[src/rtl/irq_src_ctrl.sv]
// irq_src_ctrl: sub-CPU interrupt source controller for the MCD mapper.
// Owns IMASK and the level-3 interval timer. It also stretches single-cycle
// event strobes into spaced request pulses for irq_ctrl. Every flop updates
// on the falling edge of clk_asic, matching irq_ctrl.
module irq_src_ctrl #(
    parameter int PRESC_DIV = 1536,
    parameter int PULSE_LEN = 4,
    parameter int GAP_LEN   = 4
) (
    input  logic       clk_asic,
    input  logic       rst_n,
    input  logic       reg_we,
    input  logic       reg_sel,
    input  logic [7:0] reg_din,
    output logic [7:0] reg_dout,
    input  logic [6:1] evt,
    output logic [6:1] ireq,
    output logic [6:1] imsk
);

    localparam logic [10:0] PRESC_LAST = 11'(PRESC_DIV - 1);
    localparam logic [3:0]  PULSE_LAST = 4'(PULSE_LEN - 1);
    localparam logic [3:0]  GAP_LAST   = 4'(GAP_LEN - 1);

    typedef enum logic [1:0] {IDLE, HIGH, GAP} st_t;

    logic [7:0]  reload_q;
    logic [7:0]  count_q;
    logic [10:0] presc_q;
    logic [6:1]  imask_q;
    st_t         st_q   [6:1];
    st_t         st_d   [6:1];
    logic [3:0]  cnt_q  [6:1];
    logic [3:0]  cnt_d  [6:1];
    logic [6:1]  pend_q;
    logic [6:1]  pend_d;

    logic        timer_wr;
    logic        mask_wr;
    logic        tick;
    logic        e3;
    logic [6:1]  ev;
    logic [6:1]  clr;

    assign timer_wr = reg_we & ~reg_sel;
    assign mask_wr  = reg_we & reg_sel;
    assign tick     = (reload_q != 8'd0) && (presc_q == PRESC_LAST);
    // A TIMER write landing on a tick wins, so the expiry is dropped.
    assign e3       = tick && (count_q == 8'd0) && !timer_wr;
    assign ev       = {evt[6:4], e3, evt[2:1]};
    // Only bits going 1 -> 0 count as a clear; they cancel any pending pulse.
    assign clr      = mask_wr ? (imask_q & ~reg_din[6:1]) : 6'd0;

    assign imsk     = imask_q;
    assign reg_dout = reg_sel ? {1'b0, imask_q, 1'b0} : reload_q;

    // Prescaler and interval timer; a zero reload parks both counters.
    always_ff @(negedge clk_asic) begin
        if (!rst_n) begin
            reload_q <= 8'd0;
            count_q  <= 8'd0;
            presc_q  <= 11'd0;
        end else if (timer_wr) begin
            reload_q <= reg_din;
            count_q  <= reg_din;
            presc_q  <= 11'd0;
        end else if (reload_q == 8'd0) begin
            presc_q  <= 11'd0;
        end else begin
            presc_q <= tick ? 11'd0 : presc_q + 11'd1;
            if (tick) begin
                count_q <= (count_q == 8'd0) ? reload_q : count_q - 8'd1;
            end
        end
    end

    // IMASK register.
    always_ff @(negedge clk_asic) begin
        if (!rst_n) begin
            imask_q <= 6'd0;
        end else if (mask_wr) begin
            imask_q <= reg_din[6:1];
        end
    end

    // Stretch FSM state registers, one per level.
    always_ff @(negedge clk_asic) begin
        if (!rst_n) begin
            for (int n = 1; n <= 6; n++) begin
                st_q[n]  <= IDLE;
                cnt_q[n] <= 4'd0;
            end
            pend_q <= 6'd0;
        end else begin
            for (int n = 1; n <= 6; n++) begin
                st_q[n]  <= st_d[n];
                cnt_q[n] <= cnt_d[n];
            end
            pend_q <= pend_d;
        end
    end

    // Stretch FSM next state: IDLE -> HIGH (PULSE_LEN) -> GAP (GAP_LEN) -> IDLE/HIGH.
    always_comb begin
        pend_d = pend_q;
        for (int n = 1; n <= 6; n++) begin
            st_d[n]  = st_q[n];
            cnt_d[n] = cnt_q[n];
            case (st_q[n])
                IDLE: begin
                    pend_d[n] = 1'b0;
                    if (ev[n]) begin
                        st_d[n]  = HIGH;
                        cnt_d[n] = 4'd0;
                    end
                end
                HIGH: begin
                    pend_d[n] = (pend_q[n] | ev[n]) & ~clr[n];
                    if (cnt_q[n] == PULSE_LAST) begin
                        st_d[n]  = GAP;
                        cnt_d[n] = 4'd0;
                    end else begin
                        cnt_d[n] = cnt_q[n] + 4'd1;
                    end
                end
                GAP: begin
                    if (cnt_q[n] == GAP_LAST) begin
                        // An event on this very edge is absorbed into the restart.
                        pend_d[n] = 1'b0;
                        cnt_d[n]  = 4'd0;
                        st_d[n]   = ((pend_q[n] | ev[n]) & ~clr[n]) ? HIGH : IDLE;
                    end else begin
                        pend_d[n] = (pend_q[n] | ev[n]) & ~clr[n];
                        cnt_d[n]  = cnt_q[n] + 4'd1;
                    end
                end
                default: begin
                    st_d[n]   = IDLE;
                    cnt_d[n]  = 4'd0;
                    pend_d[n] = 1'b0;
                end
            endcase
        end
    end

    // Request outputs come straight from the state flops.
    always_comb begin
        ireq = 6'd0;
        for (int n = 1; n <= 6; n++) begin
            ireq[n] = (st_q[n] == HIGH);
        end
    end

endmodule

[config.mk]
export PLATFORM = sky130hd
export DESIGN_NAME = irq_src_ctrl
export DESIGN_NICKNAME = d
export VERILOG_FILES = /design/src/rtl/irq_src_ctrl.sv
export SDC_FILE = /design/constraint.sdc
export NUM_CORES = 1
export LEC_CHECK = 0
export BUFFER_PORTS_ARGS = -buffer_cell sky130_fd_sc_hd__buf_4
export CORE_ASPECT_RATIO = 1.25
export CORE_UTILIZATION = 38
export DETAILED_ROUTE_END_ITERATION = 6
export RECOVER_POWER = 50
export SLEW_MARGIN = 10
export SYNTH_ARGS = -nofsm -noshare
export SYNTH_HDL_FRONTEND = slang
export SYNTH_SLANG_ARGS = --single-unit
export TNS_END_PERCENT = 20
[constraint.sdc]
create_clock -name clk_asic -period 2.13 [get_ports clk_asic]
set_input_delay 0.426 -clock clk_asic [delete_from_list [all_inputs] [get_ports clk_asic]]
set_output_delay 0.426 -clock clk_asic [all_outputs]
set_load 0.1 [all_outputs]
### Yosys cells after proc, flatten, opt, wreduce, memory -nomap -nowiden

Memories as Yosys holds them, arrays and structs flattened.
Index checks and enable logic that the tools add are counted.

* register bits: 39
* RAM bits: 36
* output and inout bits: 20
* word-level logic and storage cells: 173
* memories kept: 2

Memory list
* cnt_q: words 6, width 4, read ports 6, clocked after Yosys merged registers in 0, wr ports 6, line 33 `logic [3:0] cnt_q [6:1];`
* st_q: words 6, width 2, read ports 6, clocked after Yosys merged registers in 0, wr ports 6, line 31 `st_t st_q [6:1];`

* add/subtract/negate cells: 8
* equal/unequal tests: 20
* multiplexer cells: 80
* bitwise operators: 36
* reductions and logical operators: 22

Operators with widths (number)
* $mux W4: 18
* $mux W2: 24
* $pmux W4 S2: 6
* $mux W8: 5
* $pmux W2 S3: 6
* $add A4 B1 Y4 const B: 6
* $eq A4 B2 Y1 const B: 6
* $or A1 B1 Y1: 18
* $logic_not A8 Y1: 2
* $mux W1: 14
* $eq A2 B1 Y1 const B: 6
* $eq A2 B2 Y1 const B: 6
* $logic_not A2 Y1: 6
* $pmux W1 S2: 6
* $reduce_or A2 Y1: 6
* $add A11 B1 Y11 const B: 1
* $eq A11 B11 Y1 const B: 1
* $and A1 B1 Y1: 8
* $not A1 Y1: 8
* $reduce_bool A8 Y1: 1
* $sub A8 B1 Y8 const B: 1
* $and A6 B6 Y6: 1
* $mux W6: 1
* $not A6 Y6: 1
* 6 further kinds: 8

### Logic depth before layout (Yosys ltp)

* word-level depth: 10
* gate-level depth with buffers: 8
* gate-level depth less buffers: 7

==> flow_summary.json <==
{
  "synth-seq-cells": 75,
  "first_global_vias": 4311,
  "max_cap_viol_count": 0,
  "grt_max_degree": 21,
  "final-hold-violation-count": 0,
  "viasPerCell": 5.11,
  "required_ps": 1700,
  "initial_core_util_pct": 38.9,
  "synth-edff-count": 0,
  "setup_viol": 58,
  "grt_pass1_wl_um": 18100,
  "dp_hpwl_um": 7610,
  "drc": 0,
  "drt_iter0_drc": 121,
  "overflow": 0,
  "max_slew_margin_pct": 69.5,
  "worstSetupPathType": "flip-flop to output pin",
  "start_kind": "flip-flop",
  "syn_area_um2": 4090,
  "worstMarginPinSlew_ps": 457,
  "area_growth_pct": 50.3,
  "first_pass_iters": 4,
  "numClockSinks": 75,
  "violations": "setup timing",
  "syn_area_per_cell_um2": 8.10,
  "path_clk_slew_ps": 30,
  "clock_path_buffers": 2,
  "critical_path_arrival_ps": 2240,
  "die_h_um": 118,
  "dieArea_um2": 11200,
  "total_power_mw": 6.15,
  "leakage_nw": 2.87,
  "numCtsBuffers": 9,
  "final-max-slew-violation-count": 0,
  "htree_levels": 3,
  "status": "finished with violations",
  "worstSkewPairLatency_ps": 400,
  "cts_tree": "built",
  "layout-drive-gt1-share_pct": 28.7,
  "antenna_left": 0,
  "routed_wl_um": 10800,
  "hp-class": "flip-flop to flip-flop",
  "path_max_fanout": 2,
  "ys.flop_type": "dfxtp_1",
  "place_inst": 734,
  "row_count": 42,
  "die_x_um": 94.8,
  "cts_root_buf": "clkbuf_16",
  "gr-usage-all-layers_pct": 20.4,
  "io_pins": 38,
  "antenna_found_initial": 0,
  "yosysWarnings": 0,
  "syn_inst": 505,
  "ys_types": 54,
  "grt_setup_unrepaired": "true",
  "wl_per_cell_um": 13.1,
  "fin_skew_ps": 15.7,
  "async_flop_share_pct": 0,
  "nFillCells": 943,
  "yosysSeqAreaShare_pct": 36.7,
  "critPathCaptureType": "output pin",
  "core_area_um2": 10500,
  "cellPowerDensity_nw_per_um2": 1000,
  "fin_nets": 739,
  "ir_drop_mv": 0.474,
  "port_buffers": 36,
  "setup_ws_ps": -537,
  "postSynthNetCount": 555,
  "fin_cells": 826,
  "gp_congestion": 0.820,
  "vias": 4224,
  "antenna_cells": 0
}
-- per-layer routing --
metal	track usage (%)	wire length [um]	part of all wire, %
met2	33.7	5510	51
met5	0	0	0
met1	22.4	4650	43
met4	10.6	192	1.8
met3	7.49	428	4.0
-- sequential cells by signal, indices dropped and copies added, names as in the netlist --
| register | cells |
|---|---|
| st_q | 12 |
| reload_q | 8 |
| count_q | 8 |
| pend_q | 6 |
| imsk | 6 |
| cnt_q | 24 |
| presc_q | 11 |
-- placed cells by master, fill, tap and decap left out, types with 5 or more instances in the layout --
cell type	count
nand4_1	8
ha_4	6
buf_12	21
dfxtp_1	51
inv_1	95
o21ai_0	19
dfxtp_4	6
buf_4	81
xor2_1	6
nor2_1	45
clkbuf_16	9
mux2_4	5
inv_2	7
mux2i_1	9
buf_6	8
ha_1	25
nor3_1	13
dfxtp_2	18
a21oi_1	55
nand3_1	22
a31oi_1	6
clkbuf_1	6
nand2b_1	10
nor2b_1	13
nand2_1	69
-- timing repair --
item	in CTS	in global routing
setup buffers	1	1
gates resized for setup	106	15
setup endpoints to repair	43	46
pin swaps	6	2
hold endpoints to repair	0	0
hold buffers	0	0
-- cells in the mapped netlist (all sizes together) (8+ instances only) --
| cell type | instances | area [um2] |
|---|---|---|
| dfxtp | 75 | 1500 |
| nand2 | 74 | 280 |
| a21oi | 55 | 275 |
| nor2 | 46 | 173 |
| ha | 32 | 400 |
| inv | 25 | 93.8 |
| nand3 | 22 | 110 |
| o21ai | 20 | 100 |
| nor2b | 16 | 100 |
| nor3 | 14 | 70.1 |
| clkbuf | 11 | 41.3 |
| buf | 10 | 60.1 |
| nand2b | 10 | 62.6 |
| mux2i | 9 | 90.1 |
| nand4 | 8 | 50.1 |
-- cell families after synthesis --
group,count (synthesis),synth area share (%)
simple gates,219,26.3
fa+ha+maj,32,9.79
xor+xnor,9,1.93
buf+inv,46,4.77
compound gates,109,16.7
mux,15,3.85
flops,75,36.7
-- report_power, final --
group / leakage (nW) / switching [mW] / internal (mW) / total [mW]
Clock: 0.555 / 0.958 / 1.20 / 2.16
Sequential: 0.621 / 0.119 / 1.56 / 1.68
Combinational: 1.69 / 1.30 / 1.02 / 2.32
Total: 2.87 / 2.38 / 3.77 / 6.15
-- through the flow --
| step | setup slack, ps | hold slack [ps] | instance area [um2] | TNS [ps] | util [%] |
|---|---|---|---|---|---|
| after floorplan | -317 | 441 | 4190 | -18260 | - |
| after global placement | -499 | 456 | 5150 | -22310 | 49.0 |
| after CTS | -545 | 469 | 6140 | -9410 | 58.4 |
| final | -537 | 468 | 6150 | -11490 | 58.5 |
| after detailed placement | -549 | 463 | 5150 | -24460 | 49.0 |
| after global routing | -578 | 484 | 6150 | -14970 | 58.5 |
-- path summary, 6_finish.rpt --
kind,start,endpoint,slack [ps],depth (start not counted)
worst max register to register,count_q[0],cnt_q[0][15],-20,8
worst max-delay path,imsk[1],reg_dout[1],-540,2
worst min-delay path,presc_q[0],presc_q[0],470,1
worst min register to register,presc_q[0],presc_q[0],470,1
-- area by class of cell --
cell class                      count  area [um2]  share of cell area (%)
Clock buffer                        9         225                    3.66
Clock inverter                     82         363                    5.90
Inverter                           24        90.1                    1.46
Multi-Input combinational cell    384        2590                    42.1
Sequential cell                    75        1550                    25.1
Tap cell                          132         165                    2.69
Timing Repair Buffer              120        1170                    19.1
-- worst max-delay path: stages, from the launching register on --
cell and delay [ps]:
dfxtp_4 330, mux2_4 280, buf_12 170
(Power assumes the default switching activity.)
